**config.mk**
```make
export PLATFORM = sky130hd
export DESIGN_NAME = tt_vector_sequencer
export DESIGN_NICKNAME = d
export VERILOG_FILES = /design/src/rtl/truth_table_checker_sequencer.sv
export SDC_FILE = /design/constraint.sdc
export NUM_CORES = 1
export LEC_CHECK = 0
export BUFFER_PORTS_ARGS = -buffer_cell sky130_fd_sc_hd__buf_2
export CORE_AREA = 2 2 39 41
export CTS_CLUSTER_SIZE = 12
export DETAILED_ROUTE_END_ITERATION = 10
export DIE_AREA = 0 0 41 43
export REMOVE_ABC_BUFFERS = 1
export SYNTH_ARGS = -nofsm -noshare
export SYNTH_HDL_FRONTEND = slang
export SYNTH_SLANG_ARGS = --single-unit
```
**constraint.sdc**
```tcl
create_clock -name clk -period 0.95 [get_ports clk]
set_input_delay 0.095 -clock clk [delete_from_list [all_inputs] [get_ports clk]]
set_output_delay 0.095 -clock clk [all_outputs]
set_load 0.02 [all_outputs]
```
**src/rtl/truth_table_checker_sequencer.sv**
```systemverilog
// tt_vector_sequencer: walks stim through every input vector, holding each for SETTLE cycles
module tt_vector_sequencer #(
   parameter int N_IN = 2,
   parameter int SETTLE = 1
) (
   input  logic            clk,
   input  logic            reset,
   input  logic            run,
   output logic [N_IN-1:0] stim,
   output logic            sample,
   output logic            last
);
   localparam int CW = SETTLE > 1 ? $clog2(SETTLE) : 1;
   logic [N_IN-1:0] stim_q, stim_d;
   logic [CW-1:0] cnt_q, cnt_d;
   assign stim = stim_q;
   assign sample = run && cnt_q == CW'(SETTLE - 1);
   assign last = sample && stim_q == {N_IN{1'b1}};
   // stim holds on the final row so it stays visible while the result is reported
   always_comb begin
      stim_d = !run ? '0 : (sample && !last) ? stim_q + 1'b1 : stim_q;
      cnt_d = (!run || sample) ? '0 : cnt_q + 1'b1;
   end
   // vector and settle counters
   always_ff @(posedge clk) begin
      if (reset) begin
         stim_q <= '0;
         cnt_q <= '0;
      end else begin
         stim_q <= stim_d;
         cnt_q <= cnt_d;
      end
   end
endmodule

```
**Word-level counts from Yosys, hierarchy flattened**

Cells that the tools add are included.

- Add/sub/neg operators: 2
- Eq/ne operators: 1
- Bitwise gates (word level): 2
- Reduce and logical (&&, ||, !) cells: 8

Operators by type and width:

| operator | number |
|---|---|
| 2-bit OR reduction | 2 |
| 1-bit logical AND | 3 |
| 2-bit by 1-bit adder with 2-bit output (second input constant) | 1 |
| 2-bit equality test (second input constant) | 1 |
| 1-bit logical NOT | 2 |
| 1-bit NOT | 2 |
| 1-bit adder (second input constant) | 1 |
| 1-bit logical OR | 1 |

- Flip-flop bits (word level): 3
- Input port bits: 3
- Output and inout port bits: 4
- Logic and storage cells: 15

**Logic depth before layout (Yosys ltp)**

Gate-level depths: netlist of run 1.

- Depth after elaboration: 5
- Mapped depth: 3
- Mapped depth without buffers: 3

**Least setup slack after synthesis of run 1**

No wires, ideal clock.

- Kind: flip-flop to flip-flop
- From: register stim_q[0] (netlist: stim[0])
- To: register stim_q[1] (netlist: stim[1])
- Setup time: 0.070 ns
- Arrival time: 1.090 ns
- Data required time: 0.880 ns
- Slack: -0.210 ns
- Cell stages (with the launch flop): 4
- Path buffers: 0
- Clock period less this slack: 1.160 ns
- Cell sequence: dfxtp_1 ha_1 or3b_1 a21oi_1

- Longest elaborated chain between the ends: 4
- Elaborated cells on any way between the ends: 5
- Those cells by class: add/sub: 1; eq/ne: 1; reduce/logical: 3

RTL lines:

| element | RTL line | text |
|---|---|---|
| from (decl) | 14 | `logic [N_IN-1:0] stim_q, stim_d;` |
| from (signal assigned) | 30 | `stim_q <= stim_d;` |
| 2-bit equality test | 18 | `assign last = sample && stim_q == {N_IN{1'b1}};` |
| 1-bit logical AND | 18 |  |
| 1-bit logical NOT | 21 | `stim_d = !run ? '0 : (sample && !last) ? stim_q + 1'b1 : stim_q;` |
| 1-bit logical AND | 21 |  |

Several ways; a longest one is shown, not always the timed one.
A chain may end at the register's enable or synchronous reset.

**Worst setup path after layout of run 1**

- From: register stim_q[1] (netlist: stim[1])
- To: output last

- Longest elaborated chain between the ends: 2

RTL lines:

| element | RTL line | text |
|---|---|---|
| 2-bit equality test | 18 |  |
| 1-bit logical AND | 18 |  |
| to (decl) | 11 | `output logic last` |

No other way between the ends.

==> results.ini, run 1 <==
[clock_tree]
cts_made_buffers = 3
clockBufferDepth = 2
clk_pin_slew_ns = 0.04
root_buffer = clkbuf_4
cts_tree = yes
clk_latency_ns = 0.23
clock-sinks = 3
htreeDepth = 1

[timing]
whs_ns = 0.165
layout_setup_ws_ns = -0.218
fin_crit_ns = 1.17
setup-violations-final = 3
max_freq_mhz = 856
rsz0062_at_grt = yes
finalHoldViolCount = 0
finClkSkew_ns = 0.00457
slew_viol_final = 0
fin_crit_sh = 1.23

[synthesis]
syn_area_per_cell_sq_um = 9.38
yosysUniqueCellTypes = 10
synth_seq_cells = 3
syn_inst = 14
yosysSeqAreaShare = 0.457
synth_area_sq_um = 131
yosys_warnings = 0

[layout]
drive_above_1_share = 0.750
layout_common_cells = buf_6, clkbuf_4
stdcell_area_sq_um = 307
layout_commonest_cell = buf_6
ff_latch_area_sq_um = 66.3
finalNetCount = 33
diodes = 0
fill_cells = 154
area_growth_pct = 133
multiInputGateArea_sq_um = 101

[floorplan]
die_x_microns = 41
die_h_microns = 43
die-area_sq_mm = 0.00176
pin_count = 7
start_util = 0.0949
num_rows = 14
core-area_sq_mm = 0.00138

[min_path]
hp-class = input port to flip-flop

[placement]
pre_cts_slack_ns = -0.153
gp_congestion = 0.616
placed_area_sq_um = 204
io_buffer_count = 6

[global_routing]
grt_usage = 0.0562
grt_max_degree = 6
grt_pass1_wl_microns = 586
grt_antenna_before_repair = 0
grt_pass1_vias = 160
grt-ovfl-total = 0

[pwr]
power_density_mw_per_mm2 = 1330
power.leakage_nw = 0.131
peakVddDrop_v = 0.000322

[flow_run]
drv_cap = 0

[critical_path]
cp.required_ns = 0.85
start_kind = flip-flop
crit_type = flip-flop to primary output
path_max_fanout = 2
worstPathArrival_ns = 1.07
worstSetupEndpointType = primary output

[outcome]
failed_checks = setup timing
status = finished, violations left

[routing]
totalWireLength_microns = 358
drt_first_pass_iters = 3
post-route-drc-count = 0
final_antenna_net_count = 0
viasPerCell = 3.55
via_count = 156
dr.first_iter.drc_count = 4
wl_per_cell_microns = 8.14

critical path, cell delays in order (launching register included):
cell and delay, ns:
dfxtp_2 0.33, ha_4 0.16, buf_6 0.10, and2_4 0.12, buf_6 0.12
cells in the mapped netlist:
| library cell | count | share of area |
|---|---|---|
| a21oi_1 | 2 | 0.076 |
| and2_2 | 1 | 0.057 |
| conb_1 | 1 | 0.029 |
| dfxtp_1 | 3 | 0.46 |
| ha_1 | 1 | 0.095 |
| nand2b_1 | 1 | 0.048 |
| nor2b_1 | 1 | 0.048 |
| o21ai_0 | 2 | 0.076 |
| or3_1 | 1 | 0.048 |
| or3b_1 | 1 | 0.067 |
power by group:
part / switching, W / total (W) / internal, W
Sequential: 0.00000646 / 0.000138 / 0.000131
Combinational: 0.0000187 / 0.0000458 / 0.0000271
Clock: 0.0000667 / 0.000224 / 0.000157
Total: 0.0000919 / 0.000408 / 0.000316
logic make-up (layout without fill, tap and decap cells):
logic type,after synthesis,in the layout,share of synthesized area
AND/OR/NAND/NOR,5,5,0.267
AO/OA/AOI/OAI,4,4,0.152
other,1,1,0.0285
adder cells (fa/ha/maj),1,1,0.0952
flip-flops,3,3,0.457
buffers and inverters,0,14,0
what timing repair did:
action | 4_1_cts | 5_1_grt
gates resized for setup | 11 | 11
setup buffers | 1 | 0
hold buffers | 0 | 0
setup endpoints to repair | 4 | 6
pin swaps | 4 | 1
layer usage:
layer | vias up | part of all wire | track usage
li1 | 75 | - | -
met1 | 76 | 0.40 | 0.0482
met2 | 5 | 0.53 | 0.0719
met3 | 0 | 0.073 | 0.0314
met4 | 0 | 0 | 0.0800
met5 | - | 0 | 0
through the flow:
step / std cells / power, W / utilization / setup TNS [ns]
after floorplan: 14 / 0.000153 / - / -0.476
after global placement: 39 / 0.000168 / 0.147 / -0.349
after detailed placement: 39 / 0.000169 / 0.147 / -0.399
after CTS: 44 / 0.000410 / 0.198 / -0.674
after global routing: 44 / 0.000440 / 0.222 / -0.713
final: 44 / 0.000408 / 0.222 / -0.610
layout make-up:
class	count	area share
clock buffer	4	0.0857
multi-input combinational	11	0.331
sequential	3	0.216
tap	16	0.0653
timing repair buffer	10	0.302
state kept, by name (all words and copies together), names as in the netlist:
name,flops
stim,2
cnt_q,1
path summary, 6_finish.rpt:
| kind | slack [ns] | to | start | depth (start not counted) |
|---|---|---|---|---|
| max | -0.22 | last | stim[1] | 4 |
| min | 0.17 | stim[0] | reset | 3 |
| max reg2reg | -0.21 | stim[0] | stim[1] | 4 |
| min reg2reg | 0.57 | stim[1] | cnt_q | 2 |
Note: power is estimated with default switching activity, not from simulation.
==> inputs of run 2 (changes only) <==
Settings changed: ABC_AREA from default to 1.
==> run 2 against run 1 <==
The run still ends with setup timing left; critical path depth did not move; die area did not move; total power rose by 2.6%; synthesized area rose by 19%; combinational power rose by 27%; cell count rose by 20%; synthesized cell count rose by 64%; largest cell class unchanged.
==> results.ini, run 2 <==
[outcome]
status = finished, violations left
failed_checks = setup timing

[layout]
final_util = 0.227  ; +0.00543
finalNetCount = 42  ; +27%
drive_above_1_share = 0.595  ; -0.155
layout_commonest_cell = buf_4
layout_common_cells = buf_4, nor2_1, inv_1
multiInputGateArea_sq_um = 101  ; unchanged
fill_cells = 163  ; +5.8%
largest_reg_flops = 2  ; unchanged
area_growth_pct = 101
stdcell_count = 53  ; +20%
ff_latch_area_sq_um = 62.6  ; -5.7%
diodes = 0  ; unchanged

[floorplan]
start_util = 0.113  ; +0.0181
core-area_sq_mm = 0.00138  ; unchanged
num_rows = 14  ; unchanged
pin_count = 7  ; unchanged
die_x_microns = 41  ; unchanged
die_h_microns = 43  ; unchanged
die-area_sq_mm = 0.00176  ; unchanged

[critical_path]
start_kind = flip-flop
worstPathArrival_ns = 0.98  ; -0.09 ns
path_cells = ha_4 -> inv_2 -> nor3_2 -> buf_4
cp.required_ns = 0.85  ; about the same
ff2ff_setup_slack_ns = -0.02  ; +0.19 ns
cp_slowest_stage_delay_ns = 0.34  ; about the same
cpMaxStageDelayCell = dfxtp_2
r2r_start = stim[1]
path_max_fanout = 2  ; unchanged
worstSetupEndpointType = primary output
reg2reg_to = stim[1]
reg2reg_depth = 6  ; +2
crit_type = flip-flop to primary output

[synthesis]
yosysUniqueCellTypes = 11  ; +1
yosys_warnings = 0  ; unchanged
syn_area_per_cell_sq_um = 6.80  ; -28%
synth_common_cells = inv_1, nand2_1, nor2_1
async_flop_share = 0  ; unchanged
synth_seq_cells = 3  ; unchanged
synth_top_flop_cell = dfxtp_1
synth_edf_count = 0  ; unchanged
syn_inst = 23  ; +9
synth_area_sq_um = 156  ; +19%
synth_area_leader_cell = dfxtp_1
synthTopCellsByArea = dfxtp_1, inv_1, nand2_1, nor2_1, ha_1
yosysSeqAreaShare = 0.384  ; -0.0731
yosysMostFrequentCell = inv_1
synth_top_area_share = 0.384  ; -0.0731

[timing]
slew_viol_final = 0  ; unchanged
fin_crit_ns = 1.08  ; -0.0926 ns
max_freq_mhz = 930  ; +8.6%
finClkSkew_ns = 0.000926  ; -0.00365 ns
finalSetupTns_ns = -0.201  ; +0.409 ns
setup-violations-final = 3  ; unchanged
layout_setup_ws_ns = -0.125  ; +0.0926 ns
finalHoldViolCount = 0  ; unchanged
rsz0062_at_grt = yes
fin_crit_sh = 1.13  ; -0.0975

[clock_tree]
htreeDepth = 1  ; unchanged
cts_hold_buf = 0  ; unchanged
cts_tree = yes
clk_latency_ns = 0.23  ; about the same
clk_pin_slew_ns = 0.04  ; about the same
root_buffer = clkbuf_4
clockBufferDepth = 2  ; unchanged
cts_made_buffers = 3  ; unchanged
clock-sinks = 3  ; unchanged

[global_routing]
grt_usage = 0.0552  ; -0.00100
grt-ovfl-total = 0  ; unchanged
grt_pass1_wl_microns = 579  ; -1.2%
grt_pass1_vias = 191  ; +19%
grt_antenna_before_repair = 0  ; unchanged
grt_max_degree = 4  ; -2

[min_path]
hp-start = reset
worstHoldEndpoint = stim[1]
hold-path-cell-count = 4  ; +1
hp-class = input port to flip-flop

[placement]
dp_hpwl_microns = 256
gp_congestion = 0.515  ; -16%
io_buffer_count = 6  ; unchanged
place_inst = 47  ; +21%

[pwr]
power_density_mw_per_mm2 = 1330  ; +0.12%
peakVddDrop_v = 0.000228  ; -29%
power.leakage_nw = 0.152  ; +16%

[routing]
post-route-drc-count = 0  ; unchanged
viasPerCell = 3.28  ; -7.4%
totalWireLength_microns = 377  ; +5.3%
drt_first_pass_iters = 1  ; -2
dr.first_iter.drc_count = 0  ; -4
final_antenna_net_count = 0  ; unchanged
wl_per_cell_microns = 7.11  ; -13%
via_count = 174  ; +12%

[flow_run]
drv_cap = 0  ; unchanged

==> run 2: cell count changes after synthesis, sizes merged, moves of 2 or more <==
cell   delta
nor2      +5
o21ai     -2
a21oi     -2
inv       +6
nand2     +4
==> run 2: area by class of cell <==
cell class,count,area share
clock buffers,4,0.0837
inverters,6,0.0717
multi-input cells,14,0.323
flip-flops and latches,3,0.199
repair buffers,10,0.259
well taps,16,0.0637
==> run 2: routing by layer <==
layer / wire length (microns) / vias up / global-route usage / part of all wire
li1: - / 93 / - / -
met1: 118 / 77 / 0.0354 / 0.31
met2: 228 / 4 / 0.0906 / 0.60
met3: 30 / 0 / 0.0314 / 0.080
met4: 0 / 0 / 0.0600 / 0
met5: 0 / - / 0 / 0
==> run 2: cells by family (layout without fill, tap and decap cells) <==
group | after synthesis | count (layout) | synth area share
flops | 3 | 3 | 0.384
simple gates | 12 | 12 | 0.368
buf+inv | 6 | 20 | 0.144
fa+ha+maj | 1 | 1 | 0.0800
other cells | 1 | 1 | 0.0240
==> run 2: worst max-delay path: cells and delay by family, from the launching register on <==
kind          cells  cell delay [ns]
fa+ha+maj         1             0.13
simple gates      1             0.09
buf+inv           2             0.19
flops             1             0.34
==> run 2: what timing repair did <==
| action | in CTS | in global routing |
|---|---|---|
| buffers inserted | 2 | 0 |
| setup endpoints to repair | 1 | 5 |
| pin swaps | 2 | 2 |
| gates resized for setup | 10 | 5 |
==> run 2: per-stage QoR <==
stage          setup WS, ns  total power (W)  hold slack [ns]  area (sq um)
3_3_place_gp        -0.0127         0.000180            0.357           221
6_report             -0.125         0.000418            0.107           314
3_5_place_dp        -0.0186         0.000181            0.358           221
5_1_grt              -0.194         0.000451            0.115           314
2_1_floorplan        -0.340         0.000163            0.245           156
4_1_cts              -0.162         0.000429            0.101           293
==> run 2: worst max-delay path by stage <==
| stage | from | to | slack, ns | depth (start not counted) |
|---|---|---|---|---|
| final | stim[1] | last | -0.13 | 4 |
| after global routing | stim[1] | last | -0.19 | 4 |
| after CTS | stim[1] | last | -0.16 | 4 |
| after detailed placement | stim[0] | last | -0.02 | 4 |
| after global placement | stim[0] | last | -0.01 | 4 |
| after floorplan | stim[0] | last | -0.34 | 3 |
==> run 2: where the power goes <==
part           internal (W)   total, W  switching (W)
Sequential         0.000133   0.000137     0.00000478
Clock              0.000157   0.000223      0.0000652
Combinational     0.0000277  0.0000582      0.0000304
